`src/rtl/pwhash_uart_digest.sv`:
```
// Keyed CRC-32 digest engine behind a UART command port with RTS/CTS flow control.
// Commands: 0x01 + 4 secret bytes -> ack 0x01; 0x02 + N + N bytes -> 4-byte digest; other -> 0xEE.
`timescale 1ns/1ps
module pwhash_uart_digest #(
    parameter int CLKS_PER_BIT = 104
) (
    input  logic clk,
    input  logic resetn,
    input  logic rx,
    input  logic cts,
    output logic tx,
    output logic rts
);
    localparam int CW = $clog2(CLKS_PER_BIT + 1);
    localparam logic [CW-1:0] BIT_LAST  = CW'(CLKS_PER_BIT - 1);
    localparam logic [CW-1:0] HALF_LAST = CW'(CLKS_PER_BIT / 2 - 1);
    localparam logic [31:0]   POLY      = 32'hEDB88320;

    localparam logic [1:0] RX_IDLE  = 2'd0;
    localparam logic [1:0] RX_START = 2'd1;
    localparam logic [1:0] RX_DATA  = 2'd2;
    localparam logic [1:0] RX_STOP  = 2'd3;

    localparam logic [0:0] TX_IDLE = 1'b0;
    localparam logic [0:0] TX_SEND = 1'b1;

    localparam logic [2:0] P_IDLE   = 3'd0;
    localparam logic [2:0] P_SECRET = 3'd1;
    localparam logic [2:0] P_LEN    = 3'd2;
    localparam logic [2:0] P_MSG    = 3'd3;
    localparam logic [2:0] P_ABSORB = 3'd4;
    localparam logic [2:0] P_RESP   = 3'd5;

    function automatic logic [31:0] crc_step(input logic [31:0] crc, input logic din);
        crc_step = {1'b0, crc[31:1]} ^ ((crc[0] ^ din) ? POLY : 32'h0000_0000);
    endfunction

    logic          rx_meta_r, rx_sync_r, rx_prev_r, cts_meta_r, cts_sync_r;
    logic [1:0]    rx_state_r;
    logic [CW-1:0] rx_cnt_r;
    logic [2:0]    rx_bit_r;
    logic [7:0]    rx_shift_r;
    logic          rx_valid_r, rx_ferr_r;
    logic [0:0]    tx_state_r;
    logic [CW-1:0] tx_cnt_r;
    logic [8:0]    tx_frame_r;
    logic [3:0]    tx_left_r;
    logic          tx_r, rts_r;
    logic [2:0]    p_state_r;
    logic [1:0]    sec_cnt_r;
    logic [23:0]   sec_buf_r;
    logic [31:0]   secret_r, crc_r, resp_data_r;
    logic [7:0]    msg_left_r, crc_byte_r;
    logic [2:0]    crc_bits_r, resp_left_r;
    logic          tx_go_s;

    // A response byte leaves only when TX is idle and the host has signalled room.
    assign tx_go_s = (p_state_r == P_RESP) && (resp_left_r != 3'd0) &&
                     (tx_state_r == TX_IDLE) && cts_sync_r;
    assign tx  = tx_r;
    assign rts = rts_r;

    // Two-flop synchronizers for the asynchronous pins, plus rx history for edge detect.
    always_ff @(posedge clk or negedge resetn) begin
        if (!resetn) begin
            rx_meta_r  <= 1'b1;
            rx_sync_r  <= 1'b1;
            rx_prev_r  <= 1'b1;
            cts_meta_r <= 1'b0;
            cts_sync_r <= 1'b0;
        end else begin
            rx_meta_r  <= rx;
            rx_sync_r  <= rx_meta_r;
            rx_prev_r  <= rx_sync_r;
            cts_meta_r <= cts;
            cts_sync_r <= cts_meta_r;
        end
    end

    // UART receiver: mid-bit sampling, glitch rejection on start, framing check on stop.
    always_ff @(posedge clk or negedge resetn) begin
        if (!resetn) begin
            rx_state_r <= RX_IDLE;
            rx_cnt_r   <= '0;
            rx_bit_r   <= 3'd0;
            rx_shift_r <= 8'h00;
            rx_valid_r <= 1'b0;
            rx_ferr_r  <= 1'b0;
        end else begin
            rx_valid_r <= 1'b0;
            rx_ferr_r  <= 1'b0;
            case (rx_state_r)
                RX_IDLE: begin
                    rx_cnt_r <= '0;
                    if (rx_prev_r && !rx_sync_r) rx_state_r <= RX_START;
                    else                         rx_state_r <= RX_IDLE;
                end
                RX_START: begin
                    if (rx_cnt_r == HALF_LAST) begin
                        rx_cnt_r   <= '0;
                        rx_bit_r   <= 3'd0;
                        rx_state_r <= rx_sync_r ? RX_IDLE : RX_DATA;
                    end else begin
                        rx_cnt_r <= rx_cnt_r + CW'(1);
                    end
                end
                RX_DATA: begin
                    if (rx_cnt_r == BIT_LAST) begin
                        rx_cnt_r   <= '0;
                        rx_shift_r <= {rx_sync_r, rx_shift_r[7:1]};
                        if (rx_bit_r == 3'd7) rx_state_r <= RX_STOP;
                        else                  rx_bit_r   <= rx_bit_r + 3'd1;
                    end else begin
                        rx_cnt_r <= rx_cnt_r + CW'(1);
                    end
                end
                RX_STOP: begin
                    if (rx_cnt_r == BIT_LAST) begin
                        rx_cnt_r   <= '0;
                        rx_state_r <= RX_IDLE;
                        rx_valid_r <= rx_sync_r;
                        rx_ferr_r  <= !rx_sync_r;
                    end else begin
                        rx_cnt_r <= rx_cnt_r + CW'(1);
                    end
                end
                default: rx_state_r <= RX_IDLE;
            endcase
        end
    end

    // Command parser, bit-serial CRC and response sequencing; rts drops for the whole response.
    always_ff @(posedge clk or negedge resetn) begin
        if (!resetn) begin
            p_state_r   <= P_IDLE;
            sec_cnt_r   <= 2'd0;
            sec_buf_r   <= 24'h000000;
            secret_r    <= 32'h0000_0000;
            crc_r       <= 32'hFFFF_FFFF;
            msg_left_r  <= 8'h00;
            crc_byte_r  <= 8'h00;
            crc_bits_r  <= 3'd0;
            resp_data_r <= 32'h0000_0000;
            resp_left_r <= 3'd0;
            rts_r       <= 1'b0;
        end else begin
            rts_r <= (p_state_r != P_RESP);
            case (p_state_r)
                P_IDLE: begin
                    if (rx_valid_r) begin
                        if (rx_shift_r == 8'h01) begin
                            sec_cnt_r <= 2'd0;
                            p_state_r <= P_SECRET;
                        end else if (rx_shift_r == 8'h02) begin
                            p_state_r <= P_LEN;
                        end else begin
                            resp_data_r <= 32'h0000_00EE;
                            resp_left_r <= 3'd1;
                            p_state_r   <= P_RESP;
                        end
                    end else begin
                        p_state_r <= P_IDLE;
                    end
                end
                P_SECRET: begin
                    if (rx_ferr_r) begin
                        p_state_r <= P_IDLE;
                    end else if (rx_valid_r) begin
                        if (sec_cnt_r == 2'd3) begin
                            secret_r    <= {rx_shift_r, sec_buf_r};
                            resp_data_r <= 32'h0000_0001;
                            resp_left_r <= 3'd1;
                            p_state_r   <= P_RESP;
                        end else begin
                            sec_buf_r <= {rx_shift_r, sec_buf_r[23:8]};
                            sec_cnt_r <= sec_cnt_r + 2'd1;
                        end
                    end else begin
                        p_state_r <= P_SECRET;
                    end
                end
                P_LEN: begin
                    if (rx_ferr_r) begin
                        p_state_r <= P_IDLE;
                    end else if (rx_valid_r) begin
                        crc_r <= ~secret_r;
                        if (rx_shift_r == 8'h00) begin
                            // Empty message: the digest collapses back to the secret itself.
                            resp_data_r <= secret_r;
                            resp_left_r <= 3'd4;
                            p_state_r   <= P_RESP;
                        end else begin
                            msg_left_r <= rx_shift_r;
                            p_state_r  <= P_MSG;
                        end
                    end else begin
                        p_state_r <= P_LEN;
                    end
                end
                P_MSG: begin
                    if (rx_ferr_r) begin
                        p_state_r <= P_IDLE;
                    end else if (rx_valid_r) begin
                        crc_byte_r <= rx_shift_r;
                        crc_bits_r <= 3'd7;
                        msg_left_r <= msg_left_r - 8'd1;
                        p_state_r  <= P_ABSORB;
                    end else begin
                        p_state_r <= P_MSG;
                    end
                end
                P_ABSORB: begin
                    crc_r      <= crc_step(crc_r, crc_byte_r[0]);
                    crc_byte_r <= {1'b0, crc_byte_r[7:1]};
                    if (crc_bits_r == 3'd0) begin
                        if (msg_left_r == 8'h00) begin
                            resp_data_r <= crc_step(crc_r, crc_byte_r[0]) ^ 32'hFFFF_FFFF;
                            resp_left_r <= 3'd4;
                            p_state_r   <= P_RESP;
                        end else begin
                            p_state_r <= P_MSG;
                        end
                    end else begin
                        crc_bits_r <= crc_bits_r - 3'd1;
                    end
                end
                P_RESP: begin
                    if (tx_go_s) begin
                        resp_data_r <= {8'h00, resp_data_r[31:8]};
                        resp_left_r <= resp_left_r - 3'd1;
                    end else if ((resp_left_r == 3'd0) && (tx_state_r == TX_IDLE)) begin
                        p_state_r <= P_IDLE;
                    end else begin
                        p_state_r <= P_RESP;
                    end
                end
                default: p_state_r <= P_IDLE;
            endcase
        end
    end

    // UART transmitter: start, 8 data bits LSB first, stop; each exactly CLKS_PER_BIT cycles.
    always_ff @(posedge clk or negedge resetn) begin
        if (!resetn) begin
            tx_state_r <= TX_IDLE;
            tx_cnt_r   <= '0;
            tx_frame_r <= 9'h1FF;
            tx_left_r  <= 4'd0;
            tx_r       <= 1'b1;
        end else begin
            case (tx_state_r)
                TX_IDLE: begin
                    tx_cnt_r <= '0;
                    if (tx_go_s) begin
                        tx_r       <= 1'b0;
                        tx_frame_r <= {1'b1, resp_data_r[7:0]};
                        tx_left_r  <= 4'd9;
                        tx_state_r <= TX_SEND;
                    end else begin
                        tx_r <= 1'b1;
                    end
                end
                TX_SEND: begin
                    if (tx_cnt_r == BIT_LAST) begin
                        tx_cnt_r <= '0;
                        if (tx_left_r == 4'd0) begin
                            tx_r       <= 1'b1;
                            tx_state_r <= TX_IDLE;
                        end else begin
                            tx_r       <= tx_frame_r[0];
                            tx_frame_r <= {1'b1, tx_frame_r[8:1]};
                            tx_left_r  <= tx_left_r - 4'd1;
                        end
                    end else begin
                        tx_cnt_r <= tx_cnt_r + CW'(1);
                    end
                end
                default: tx_state_r <= TX_IDLE;
            endcase
        end
    end
endmodule

```
`config.mk`:
```
export PLATFORM = sky130hd
export DESIGN_NAME = pwhash_uart_digest
export DESIGN_NICKNAME = d
export VERILOG_FILES = /design/src/rtl/pwhash_uart_digest.sv
export SDC_FILE = /design/constraint.sdc
export NUM_CORES = 1
export LEC_CHECK = 0
export ABC_AREA = 1
export CORE_ASPECT_RATIO = 0.75
export CORE_MARGIN = 2
export CORE_UTILIZATION = 37
export DETAILED_ROUTE_END_ITERATION = 7
export PLACE_DENSITY = 0.57
export SETUP_SLACK_MARGIN = 0.2
export SLEW_MARGIN = 30
export SYNTH_ARGS = -nofsm -noshare
export SYNTH_HDL_FRONTEND = slang
export SYNTH_SLANG_ARGS = --single-unit
```
`constraint.sdc`:
```
create_clock -name clk -period 1.8 [get_ports clk]
set_input_delay 0.36 -clock clk [delete_from_list [all_inputs] [get_ports clk]]
set_output_delay 0.36 -clock clk [all_outputs]
set_load 0.005 [all_outputs]
```
==> results.yml, run 1 <==
final_layout:
  layout.cells.most_common: "nand2_1"
  final_area_um2: 11700
  area_delta_synth_final_pct: 23.1
  final_layout_size_suffix_gt1_share_pct: 19.8
  nNetsFinal: 1284
  post-route-util_pct: 46.6
  fillers: 2448
  final_cell_mix: "367 x nand2_1, 149 x dfrtp_1, 135 x inv_1, 120 x o21ai_0, 82 x nand3_1"
  antenna_cells: 0
worst_hold_path:
  hp-class: "input pin to flop"
  hold_path_depth: 1
place:
  hpwl_um: 16300
  io_buffer_count: 5
  dpl_cell_area_um2: 10400
  gp_congestion: 0.831
die:
  die_h_um: 143
  start_util_pct: 37.9
  ioPinCount: 6
  core_area_um2: 25100
  rows: 50
  fp.dieW_um: 189
  die_area_um2: 27000
timing:
  setup_viol: 0
  final_hold_viol_count: 0
  fin_setup_tns_ns: 0
  fmax_ghz: 0.561
  fin_worst_skew_ns: 0.00982
  tightest_slew_ns: 0.448
  finalCriticalPeriod_ns: 1.78
  fin_crit_sh_pct: 98.9
  maxSlewHeadroom_pct: 70.2
  slew_violations: 0
  rsz0062_at_grt: "true"
grt:
  gr-max-usage-layer: "met1"
  gr-usage-met3_pct: 3.29
  gr-total-overflow: 0
  grtUsageTotal_pct: 19.3
  grtUsageMet2_pct: 26.8
  grt_pass1_wl_um: 40800
  first_global_vias: 7500
  grt_antenna_before_repair: 0
  grt_max_degree: 65
  use_met1_pct: 30.2
critical_path:
  criticalPathCategory: "flop to flop"
  critPathLaunchType: "flop"
  end_kind: "flop"
  r2r_slack_ns: 0.02
  required_ns: 2.13
  path_max_fanout: 17
  cp.arrival_ns: 2.11
  reg2reg_depth: 10
synth:
  netlist_instances: 1199
  syn_nets: 1216
  synth_largest_area_cell: "dfrtp_1"
  yosysTopAreaCellShare_pct: 40.0
  synth_cell_types: 35
  ys_seq_area_share_pct: 52.2
  avgSynthCellArea_um2: 7.93
  synth_warnings: 0
  synth_area_um2: 9510
  synth-seq-cells: 196
  synth_area_leaders: "dfrtp_1 40%, nand2_1 15%, dfstp_2 12%, o21ai_0 6.8%, inv_1 5.6%"
clock_network:
  h-tree-depth: 4
  clk_latency_ns: 0.44
  numCtsBuffers: 17
  ctsRootBufferMaster: "clkbuf_16"
  cts.path.max_buffers: 2
  path_clk_slew_ns: 0.07
  clkSinkCount: 196
  cts_tree: "built"
power:
  vdd_ir_drop_max_mv: 0.675
  p_leak_nw: 5.21
  power_density_nw_per_um2: 776
detailed_routing:
  wl_per_cell_um: 15.9
  drc: 0
  viasPerCell: 5.01
  postRouteAntennaNets: 0
  dr.pass1.iters: 5
  drtIter0Drc: 501
  vias: 8101
  drt_wl_total_um: 25700
status:
  status: "finished, final reports clean"
run:
  max_cap_viol_count: 0
-- cells by family after synthesis --
group | Yosys count | share of synthesized area, %
compound gates | 181 | 10.2
simple gates | 603 | 26.9
buf+inv | 201 | 8.54
flops | 196 | 52.2
fa+ha+maj | 13 | 1.71
xor+xnor | 5 | 0.461
-- final cells by class --
| cell class | count | area (um^2) | area share (%) |
|---|---|---|---|
| clock buffers | 19 | 443 | 3.79 |
| repair buffers | 100 | 1150 | 9.87 |
| well taps | 338 | 423 | 3.61 |
| inverters | 148 | 563 | 4.81 |
| multi-input cells | 804 | 4010 | 34.2 |
| flip-flops and latches | 196 | 4960 | 42.4 |
| clock inverters | 13 | 146 | 1.25 |
-- where the power goes --
group	total, mW	internal [mW]	switching [mW]
logic	0.612	0.234	0.378
clock network	3.92	2.11	1.81
registers	4.55	4.48	0.0749
total	9.08	6.83	2.26
-- synth_stat cells --
cell type and count:
nand2_1 385, dfrtp_1 152, inv_1 142, o21ai_0 130, nand3_1 88, nor2_1 65, nand4_1 45, dfstp_2 44
buf_2 25, clkbuf_1 24, ha_1 13, o21ai_1 13, o211ai_1 10, a31oi_1 8, a21oi_1 7, inv_2 6
nor3_1 6, o22ai_1 5, xor2_1 4, buf_6 3, nor2_2 3, a21oi_2 2, a22oi_1 2, nand2_2 2
nor2_4 2, nor3b_1 2, o21a_1 2, or2_2 2, a211oi_1 1, a21boi_0 1, buf_4 1, nand3_2 1
nand3_4 1, nand3b_1 1, xnor2_1 1
-- sequential cells by signal (all words and copies together) (netlist names), 4 cells and up, named ones only --
register	flops
crc_r	32
resp_data_r	32
secret_r	32
sec_buf_r	24
crc_byte_r	8
msg_left_r	8
rx_shift_r	8
tx_frame_r	8
rx_cnt_r	7
tx_cnt_r	7
tx_left_r	4
-- worst max-delay path: stages (launching register included) --
cell       delay (ns)
dfrtp_2          0.47
inv_2            0.13
nand2_2          0.12
nor2_4           0.20
o21ai_2          0.09
nand2_1          0.13
nor2_4           0.07
buf_4            0.15
clkbuf_16        0.18
nand4_1          0.09
nand2_1          0.05
-- through the flow --
| stage | cells | setup WS (ns) | hold slack [ns] | total power, mW |
|---|---|---|---|---|
| 2_1_floorplan | 1199 | 0.172 | 0.0644 | 4.86 |
| 3_3_place_gp | 1546 | 0.0662 | 0.338 | 5.05 |
| 3_5_place_dp | 1546 | 0.0402 | 0.345 | 5.05 |
| 4_1_cts | 1588 | 0.0654 | 0.304 | 8.99 |
| 5_1_grt | 1618 | -0.0799 | 0.307 | 9.44 |
| 6_report | 1618 | 0.0189 | 0.320 | 9.08 |
-- per-layer routing --
layer	vias to the layer above	share of wire [%]
met5	-	0
met4	0	1.5
met3	22	4.3
met2	152	41
met1	3939	53
li1	3988	-
-- final timing paths --
check	startpoint	end
min reg2reg	rx_meta_r$_DFF_PN1_	rx_sync_r$_DFF_PN1_
min in group asynchronous	resetn	sec_buf_r[7]$_DFFE_PN0P_
max	p_state_r[1]$_DFFE_PN0P_	resp_left_r[2]$_DFFE_PN0P_
min	rx	rx_meta_r$_DFF_PN1_
max reg2reg	p_state_r[1]$_DFFE_PN0P_	resp_left_r[2]$_DFFE_PN0P_
max in group asynchronous	resetn	rx_meta_r$_DFF_PN1_
-- repair_timing --
item | 4_1_cts | 5_1_grt
buffers inserted | 6 | 24
resized for setup | 27 | 69
pin swaps | 3 | 25
hold buffers | 1 | 0
endpoints found under the hold margin | 32 | 0
gates cloned | 3 | 6
endpoints found under the setup margin | 117 | 170
(Power assumes the default switching activity.)
==> run 2, diff against run 1 <==
ABC_AREA = unset   (was 1)
==> run 2 against run 1 <==
  * The flow now finishes with violations (negative setup slack)
  * Critical path depth unchanged
  * Largest cell class is now multi-input combinational cells
  * Power grew 16%
  * Critical endpoint is now resp_data_r[16]$_DFFE_PN0P_
  * Register-to-register slack worse by 0.35 ns
  * Non-clock buffer count up 99
  * Area after synthesis fell by 0.38%
  * Fmax decreased by 17%
  * Sequential power is 3% higher
==> results.yml, run 2 <==
critical_path:
  path_max_fanout: 5
  startpoint: "crc_bits_r[1]$_DFFE_PN0P_"
  worstPathCellList: "inv_2 -> ha_4 -> ha_4 -> nor2b_4 -> o21ba_4 -> o211ai_1 -> a21oi_4 -> buf_6 -> buf_12 -> mux2_4"
  cp.arrival_ns: 2.46
  critPathLaunchType: "flop"
  reg2reg_from: "crc_bits_r[1]$_DFFE_PN0P_"
  criticalPathCategory: "flop to flop"
  cpPeakStageDelay_ns: 0.37
  crit_top_cell: "ha_4"
  required_ns: 2.13
  end_kind: "flop"
  slowest_stage: "dfrtp_1"
timing:
  fin_setup_tns_ns: -19.61
  fmax_ghz: 0.469
  tightest_slew_ns: 0.543
  rsz0062_at_grt: "true"
  final_hold_viol_count: 0
  setup_viol: 130
  maxSlewHeadroom_pct: 63.8
  setup_slack_ns: -0.334
  fin_crit_sh_pct: 119
  slew_violations: 0
  fin_worst_skew_ns: 0.0153
  hold_ws_ns: 0.309
  finalCriticalPeriod_ns: 2.13
grt:
  grtUsageTotal_pct: 20.7
  grt_max_degree: 49
  grt_antenna_before_repair: 0
  grt_pass1_wl_um: 42400
  gr-total-overflow: 0
  first_global_vias: 7331
final_layout:
  fillers: 2082
  final_layout_size_suffix_gt1_share_pct: 49.3
  antenna_cells: 0
  layout.cells.most_common: "dfrtp_1"
  nNetsFinal: 1066
  instances_no_fill: 1400
  final_cell_mix: "150 x dfrtp_1, 103 x buf_4, 80 x nor2_1, 70 x mux2_4, 52 x nand2_1"
  post-route-util_pct: 55.6
  area_delta_synth_final_pct: 47.0
  largestRegisters: "crc_r: 32 flops, resp_data_r: 32 flops, secret_r: 32 flops"
synth:
  synth-seq-cells: 196
  netlist_instances: 885
  ys_top_cells_by_count: "152 x dfrtp_1, 122 x nor2_1, 72 x mux2_2, 68 x nand2_1, 62 x o21ai_0"
  synth_area_leaders: "dfrtp_1 40%, dfstp_2 12%, mux2_2 8.6%, nor2_1 4.8%, mux2_4 3.5%"
  synthMuxAreaShare_pct: 14.7
  synth-simple-area-share_pct: 12.5
  synth_warnings: 0
  synth_largest_area_cell: "dfrtp_1"
  synth_cell_types: 68
  synth_ff_type: "dfrtp_1"
  synth_top_family_by_area: "multiplexers"
  ys_seq_area_share_pct: 52.4
  synth_area_um2: 9470
  yosysTopAreaCellShare_pct: 40.2
  synthArstFlopShare_pct: 100
  synth_compound_area_share_pct: 12.5
  syn_nets: 902
  yosys.area_share.adder_pct: 1.72
  synth_edf_count: 0
  synth_xor_area_share_pct: 2.50
  synth_most_common_cell: "dfrtp_1"
  avgSynthCellArea_um2: 10.7
place:
  hpwl_um: 14900
  place_inst: 1275
  io_buffer_count: 5
  gp_congestion: 0.802
detailed_routing:
  wl_per_cell_um: 19.8
  postRouteAntennaNets: 0
  drtIter0Drc: 488
  drc: 0
  drt_wl_total_um: 27800
  vias: 7408
  viasPerCell: 5.29
  dr.pass1.iters: 8
run:
  max_cap_viol_count: 0
power:
  vdd_ir_drop_max_mv: 0.667
  power_density_nw_per_um2: 760
  p_leak_nw: 6.14
clock_network:
  h-tree-depth: 4
  numCtsBuffers: 17
  clkSinkCount: 196
  cts.path.max_buffers: 2
  cts_tree: "built"
  path_clk_slew_ns: 0.08
  ctsRootBufferMaster: "clkbuf_16"
  clk_latency_ns: 0.45
die:
  die_area_um2: 26900
  start_util_pct: 37.8
  fp.dieW_um: 189
  ioPinCount: 6
  rows: 50
  die_h_um: 143
  core_area_um2: 25000
worst_hold_path:
  hp-start: "rx"
  hp-class: "input pin to flop"
status:
  status: "finished with violations"
  violations: "negative setup slack"
-- run 2: cell families after synthesis --
kind of cell	after synthesis
AO/OA/AOI/OAI	191
XOR/XNOR	27
adder cells (fa/ha/maj)	13
buffers and inverters	80
flip-flops	196
multiplexers	119
AND/OR/NAND/NOR	259
-- run 2: power breakdown --
part           switching [mW]  internal, mW  total, mW
registers               0.153          4.53       4.68
logic                   0.973          1.08       2.05
clock network            1.94          1.90       3.84
-- run 2: layer usage --
layer | global-route usage, % | up-vias | share of wire (%)
li1 | - | 3447 | -
met1 | 30.1 | 3744 | 49
met2 | 30.7 | 175 | 44
met3 | 4.24 | 42 | 4.8
met4 | 6.50 | 0 | 1.7
met5 | 0 | - | 0
-- run 2: layout make-up --
type	instances	area (um^2)	share of cell area [%]
Multi-Input combinational cell	609	5310	38.2
Tap cell	338	423	3.04
Clock buffer	18	439	3.15
Inverter	26	97.6	0.701
Timing Repair Buffer	199	2530	18.2
Sequential cell	196	4960	35.6
Clock inverter	14	154	1.11
-- run 2: worst paths after layout --
kind / end / slack [ns] / cells after the start
setup / recovery: resp_data_r[16]$_DFFE_PN0P_ / -0.33 / 10
hold / removal: rx_meta_r$_DFF_PN1_ / 0.31 / 1
setup reg to reg: resp_data_r[16]$_DFFE_PN0P_ / -0.33 / 10
hold reg to reg: cts_sync_r$_DFF_PN0_ / 0.36 / 0
max in group asynchronous: crc_r[25]$_DFFE_PN1P_ / 0.70 / 3
min in group asynchronous: rx_cnt_r[4]$_DFF_PN0_ / 0.45 / 2
-- run 2: critical path, delay by kind of cell, from the launching register on --
kind,cells,cell delay [ns]
AND/OR/NAND/NOR,1,0.13
AO/OA/AOI/OAI,3,0.57
flip-flops,1,0.37
multiplexers,1,0.30
buffers and inverters,3,0.34
adder cells (fa/ha/maj),2,0.31
-- run 2: timing repair --
action / 4_1_cts / 5_1_grt
buffers inserted: 51 / 15
hold endpoints to repair: 37 / 0
cloned: 24 / 2
setup endpoints to repair: 176 / 180
resized for setup: 205 / 133
hold buffers: 1 / 0
pin swaps: 50 / 43
-- run 2: stage by stage --
step                      worst slack, ns  cell area, um^2  power [mW]
final                              -0.334            13900        10.6
after global routing               -0.391            13900        11.0
after CTS                          -0.320            13200        10.5
after detailed placement           -0.318            10800        6.15
after global placement             -0.291            10800        6.14
after floorplan                    -0.244             9690        5.58
